$ cat src/rtl/dmem_responder.sv
// Data-memory responder for the M-stage port: word RAM plus an MMIO window holding
// a byte-wide TX FIFO, a status register and a free-running cycle counter.
module dmem_responder #(
    parameter int          DEPTH_WORDS = 64,
    parameter int          FIFO_DEPTH  = 4,
    parameter logic [31:0] MMIO_BASE   = 32'h0000_1000
) (
    input  logic        clk,
    input  logic        reset,
    input  logic        MemWriteM,
    input  logic [31:0] ALUResultM,
    input  logic [31:0] WriteDataM,
    output logic [31:0] ReadDataM,
    output logic        tx_valid,
    output logic [7:0]  tx_data,
    input  logic        tx_ready
);

    localparam int IDX_W = $clog2(DEPTH_WORDS);
    localparam int PTR_W = $clog2(FIFO_DEPTH);
    localparam int CNT_W = PTR_W + 1;

    logic [31:0]      ram [DEPTH_WORDS];
    logic [7:0]       fifo_mem [FIFO_DEPTH];
    logic [PTR_W-1:0] rd_ptr;
    logic [PTR_W-1:0] wr_ptr;
    logic [CNT_W-1:0] count;
    logic             overflow;
    logic [31:0]      cycle_count;

    logic             is_mmio;
    logic [1:0]       reg_sel;
    logic [IDX_W-1:0] ram_idx;
    logic             wr_ram;
    logic             wr_tx;
    logic             wr_status;
    logic             wr_cycle;
    logic             full;
    logic             pop;
    logic             push;
    logic             ovf_set;
    logic [3:0]       count4;
    logic             unused_addr;

    // Address decode; the byte offset and the upper MMIO offset bits are don't-cares.
    assign is_mmio     = (ALUResultM[31:12] == MMIO_BASE[31:12]);
    assign reg_sel     = ALUResultM[3:2];
    assign ram_idx     = ALUResultM[IDX_W+1:2];
    assign unused_addr = ^ALUResultM;

    assign wr_ram    = MemWriteM && !is_mmio;
    assign wr_tx     = MemWriteM && is_mmio && (reg_sel == 2'd0);
    assign wr_status = MemWriteM && is_mmio && (reg_sel == 2'd1);
    assign wr_cycle  = MemWriteM && is_mmio && (reg_sel == 2'd2);

    assign full     = (count == CNT_W'(FIFO_DEPTH));
    assign tx_valid = (count != '0);
    assign tx_data  = tx_valid ? fifo_mem[rd_ptr] : 8'h00;
    assign pop      = tx_valid && tx_ready;
    // A pop at the same edge frees the slot, so a push into a full FIFO is still taken.
    assign push     = wr_tx && (!full || pop);
    assign ovf_set  = wr_tx && full && !pop;
    assign count4   = 4'(count);

    always_ff @(posedge clk) begin
        if (wr_ram) ram[ram_idx] <= WriteDataM;
    end

    always_ff @(posedge clk) begin
        if (push) fifo_mem[wr_ptr] <= WriteDataM[7:0];
    end

    always_ff @(posedge clk or negedge reset) begin
        if (!reset) begin
            rd_ptr <= '0;
            wr_ptr <= '0;
            count  <= '0;
        end else begin
            if (pop)  rd_ptr <= rd_ptr + PTR_W'(1);
            if (push) wr_ptr <= wr_ptr + PTR_W'(1);
            if (push && !pop)      count <= count + CNT_W'(1);
            else if (pop && !push) count <= count - CNT_W'(1);
        end
    end

    always_ff @(posedge clk or negedge reset) begin
        if (!reset) begin
            overflow <= 1'b0;
        end else if (ovf_set) begin
            overflow <= 1'b1;
        end else if (wr_status && WriteDataM[2]) begin
            overflow <= 1'b0;
        end
    end

    always_ff @(posedge clk or negedge reset) begin
        if (!reset) begin
            cycle_count <= 32'd0;
        end else if (wr_cycle) begin
            cycle_count <= WriteDataM;
        end else begin
            cycle_count <= cycle_count + 32'd1;
        end
    end

    // Loads are combinational; a same-edge store is not visible until the next cycle.
    always_comb begin
        ReadDataM = ram[ram_idx];
        if (is_mmio) begin
            unique case (reg_sel)
                2'd1:    ReadDataM = {20'b0, count4, 5'b0, overflow, full, !tx_valid};
                2'd2:    ReadDataM = cycle_count;
                default: ReadDataM = 32'd0;
            endcase
        end
    end

endmodule
$ cat config.mk
export PLATFORM = sky130hd
export DESIGN_NAME = dmem_responder
export DESIGN_NICKNAME = d
export VERILOG_FILES = /design/src/rtl/dmem_responder.sv
export SDC_FILE = /design/constraint.sdc
export NUM_CORES = 2
export LEC_CHECK = 0
export BUFFER_PORTS_ARGS = -buffer_cell sky130_fd_sc_hd__buf_2
export CAP_MARGIN = 20
export CORE_ASPECT_RATIO = 0.5
export CORE_MARGIN = 2
export CORE_UTILIZATION = 42
export CTS_CLUSTER_SIZE = 8
export DETAILED_ROUTE_END_ITERATION = 10
export GPL_ROUTABILITY_DRIVEN = 0
export PLACE_DENSITY = 0.58
export SETUP_SLACK_MARGIN = 0.2
export SLEW_MARGIN = 20
export SYNTH_ARGS = -nofsm -noshare
export SYNTH_HDL_FRONTEND = slang
export SYNTH_SLANG_ARGS = --single-unit
export TNS_END_PERCENT = 5
$ cat constraint.sdc
create_clock -name clk -period 7 [get_ports clk]
set_clock_uncertainty 0.05 [all_clocks]
set_input_delay 1.4 -clock clk [delete_from_list [all_inputs] [get_ports clk]]
set_output_delay 1.4 -clock clk [all_outputs]
set_load 0.05 [all_outputs]
Word level (Yosys, flattened, before mapping)
Memory sizes are Yosys's and may differ from the RTL's. Index checks and enable logic that the tools add are counted.

Reduce and logical (&&, ||, !) cells: 22. Add/sub/neg operators: 5. Equal/unequal tests: 4. Multiplexer cells: 12.

Operators with widths (count): $mux W32 (2); $pmux W32 S2 (1); $add A32 B1 Y32 const B (1); $eq A20 B1 Y1 const B (1); $logic_and A1 B1 Y1 (12); $mux W8 (1); $mux W1 (6); $mux W3 (2); $logic_not A1 Y1 (5); $add A2 B1 Y2 const B (2); $reduce_bool A2 Y1 (2); $add A3 B1 Y3 const B (1); $eq A3 B3 Y1 const B (1); $reduce_bool A3 Y1 (1); $sub A3 B1 Y3 const B (1); $eq A2 B1 Y1 const B (1); $eq A2 B2 Y1 const B (1); $logic_not A2 Y1 (1); $logic_or A1 B1 Y1 (1).

Logic and storage cells: 50. Register bits: 40. Memories kept: 2. Bits in writable memories: 2080.

Memory list: ram (depth 64, width 32, read ports 1, clocked after memory_dff 0, write ports 1, RTL line 23) `logic [31:0] ram [DEPTH_WORDS];`; fifo_mem (depth 4, width 8, read ports 1, clocked after memory_dff 0, write ports 1, RTL line 24) `logic [7:0] fifo_mem [FIFO_DEPTH];`.

Longest topological paths before layout
Depth in word-level cells: 8. Gate-level depth with buffers: 14. Depth with buffers taken out: 10.

Least setup slack after synthesis
Ideal clock, no wire load.

Kind: input -> output. From: in ALUResultM[2]. To: out ReadDataM[22]. Arrival: 3.939 ns. Stages: 11. Slack: 1.611 ns. Cells stage by stage: buf_6 > buf_6 > inv_1 > buf_2 > buf_2 > ha_1 > clkbuf_1 > clkbuf_1 > clkbuf_1 > a21oi_1 > a41oi_1.

Cells in the longest elaborated chain, start to end: 3. Elaborated cells between the ends (all ways): 5. Those cells by class: eq/ne (2); mux (2); memory (1).

RTL lines: start: declaration (RTL line 11) `input logic [31:0] ALUResultM,`; parallel branches: the longest is 2 deep, another holds $mem_v2 Z64 W32; $mux W32 * (RTL line 109) `if (is_mmio) begin`; end: declaration (RTL line 13) `output logic [31:0] ReadDataM,`.

Every way passes the cells marked *.

Worst setup path after layout
From: in ALUResultM[4]. To: out ReadDataM[29].

Cells in the longest elaborated chain, start to end: 2.

RTL lines (RTL line): $mem_v2 Z64 W32; $mux W32 (109).

No other way between the ends.

==> impl_metrics.toml <==
[pwr]
total_power_w = 0.02899
pwr_density_cell_nw_per_um2 = 301.3
ir_drop_mv = 0.1707
p_leak_nw = 31.18
clkPwrFrac = 0.448
swShare = 0.2196
p_int_w = 0.02262
sequentialPowerShare = 0.488
p_comb_frac = 0.065
switchingPower_w = 0.006364

[drt]
via_per_inst = 6.192
routed_wl_um = 239000
dr.pass1.iters = 5
wire_per_inst_um = 31.08
drc = 0
ant_nets = 0
drtIter0Drc = 6201
vias = 47619

[global_route]
grtUsageMet2 = 0.3645
grt_pass1_wl_um = 338700
track_usage = 0.2335
grt_pass1_vias = 46758
antenna_found_initial = 11
grt_max_degree = 94
top_usage_layer = "met2"
grt.overflow.total = 0
use_met1 = 0.3354
grt.met3_usage = 0.04387

[flow_run]
maxCapViolations = 0

[timing]
tightest_slew_ns = 1.200
finalCritPeriodShare = 0.8957
hold_viol_final = 0
finalSetupViolCount = 0
fin_crit_ns = 6.270
drv_slew = 0
fin_ws_ns = 0.7303
fin_tns_setup_ns = 0
max-slew-margin-rel = 0.2003
grt_setup_unrepaired = "no"
fmax_ghz = 0.1595

[cells_and_area]
syn2layout_area_growth_pct = 15.88
fin_area_um2 = 96210
layout-drive-gt1-share = 0.1920
fillers = 16074
multi_input_comb_area_um2 = 18300
regArea_um2 = 63460
nets = 5096

[clock_tree]
clock-sinks = 2120
postCtsSetupBuffers = 0
cts_tree = "yes"
cts_root_buffer = "clkbuf_16"
ctsHoldBuffers = 0
ctsHtreeMaxLevel = 5
cts_buffers = 314
clock_path_buffers = 4
path_clk_slew_ns = 0.05
clock_latency_ns = 0.91
post_cts_resized = 0

[worst_setup_path]
r2r_start = "count[2]"
r2r_end = "count[2]"
path_class = "in2out"
worst-r2r-setup-slack_ns = 4.39
crit_arrival_ns = 4.82
path_max_fanout = 70
cp-start-kind = "primary input"
cp.required_ns = 5.55
endpoint_kind = "output pin"
startpoint = "ALUResultM[4]"
ff2ff_path_depth = 8

[die]
core-area_um2 = 196600
die-area_um2 = 201500
die_y_um = 318.4
core.rowCount = 115
io_pins = 109
initial_core_util = 0.4224
die_x_um = 632.8

[logic_synthesis]
yosys-top-cells-count = "2080 x edfxtp_1, 443 x mux2i_1, 262 x a221oi_1"
synth.area.top_cells = "edfxtp_1 75%, mux2i_1 5.3%, a221oi_1 2.8%"
ys_warn_count = 0
synth-edff-count = 2080
synth_ff_type = "edfxtp_1"
yosysSeqAreaShare = 0.7644
syn_avg_cell_area_um2 = 17.73
synth_cell_types = 64
synth_nets = 4762
ys_seq_elements = 2120
synth_area_um2 = 83020
synth_largest_area_cell = "edfxtp_1"
synth-async-reset-ratio = 0.01887
netlist_instances = 4684
synth_top_area_frac = 0.7523
yosysMostFrequentCell = "edfxtp_1"

[placed_design]
placed_area_um2 = 88030
port_buffers = 102
hpwlAfterDp_um = 140800
dp_slack_ns = 0.7327

[outcome]
outcome = "finished clean"

[hold_path]
hold_class = "in2async"
-- per-stage QoR --
stage          instances  hold slack [ns]    util
6_report            7691           0.4293  0.4895
5_1_grt             7688           0.4576  0.4894
4_1_cts             7687           0.4839  0.4894
3_5_place_dp        7333           0.4597  0.4479
3_3_place_gp        7333           0.4335  0.4479
2_1_floorplan       4684           0.4070       -
-- logic make-up (layout without fill, tap and decap cells) --
group | count (synthesis) | in the layout | share of synthesized area
other | 0 | 3 | 0
adders and majority gates | 10 | 10 | 0.001597
DFF | 2120 | 2120 | 0.7644
and+or+nand+nor | 483 | 483 | 0.03267
AOI/OAI and AO/OA | 1071 | 1071 | 0.09487
muxes | 610 | 610 | 0.08162
buffers and inverters | 362 | 734 | 0.02193
xor gates and xnor gates | 28 | 28 | 0.002954
-- flip-flops by register name (all words and copies together) (netlist names) --
name / count
ram: 2048
cycle_count: 32
fifo_mem: 32
count: 3
rd_ptr: 2
wr_ptr: 2
overflow: 1
-- area by class of cell --
class / count / share of cell area
well taps: 2632 / 0.03423
multi-input cells: 2202 / 0.1902
clock inverters: 7 / 0.0007933
diodes: 3 / 0.00007803
repair buffers: 370 / 0.03045
flip-flops and latches: 2120 / 0.6596
inverters: 10 / 0.0005202
clock buffers: 347 / 0.08407
-- per-layer routing --
layer	wire length, um	share of wire
met3	20700	0.087
met1	101900	0.43
met5	37	0.00015
met4	5416	0.023
met2	111000	0.46
-- worst max path at each step --
stage | end | slack [ns] | depth (start not counted)
global placement | ReadDataM[25] | 0.70 | 8
finish | ReadDataM[29] | 0.73 | 8
floorplan | ReadDataM[22] | 1.61 | 11
CTS | ReadDataM[25] | 0.73 | 8
global route | ReadDataM[5] | 0.63 | 8
detailed placement | ReadDataM[25] | 0.73 | 8
-- critical path: stages --
cell and delay, ns:
buf_8 0.53, buf_4 0.53, mux2_2 0.39, a221oi_1 0.27, o22ai_1 0.16, a22oi_1 0.54, a41oi_1 0.48, buf_2 0.36
-- power groups by stage --
stage / sequential, W / clock [W] / combinational, W
after floorplan: 0.0143 / 0 / 0.00106
after global placement: 0.0144 / 0 / 0.00183
after detailed placement: 0.0144 / 0 / 0.00186
after CTS: 0.0141 / 0.0131 / 0.00187
after global routing: 0.0141 / 0.0137 / 0.00196
final: 0.0141 / 0.0130 / 0.00188
-- cell usage in the layout, fill, tap and decap left out, types with 80 or more instances in the layout --
cell type,Yosys,final
o21ai_0,105,105
a221oi_1,262,261
edfxtp_1,2080,2080
a22oi_1,226,226
clkbuf_16,0,319
mux2_2,118,118
nand3_1,95,95
a31oi_1,87,87
a21oi_1,80,80
buf_2,119,98
buf_4,45,239
mux2i_1,443,443
Note: power is estimated with default switching activity, not from simulation.
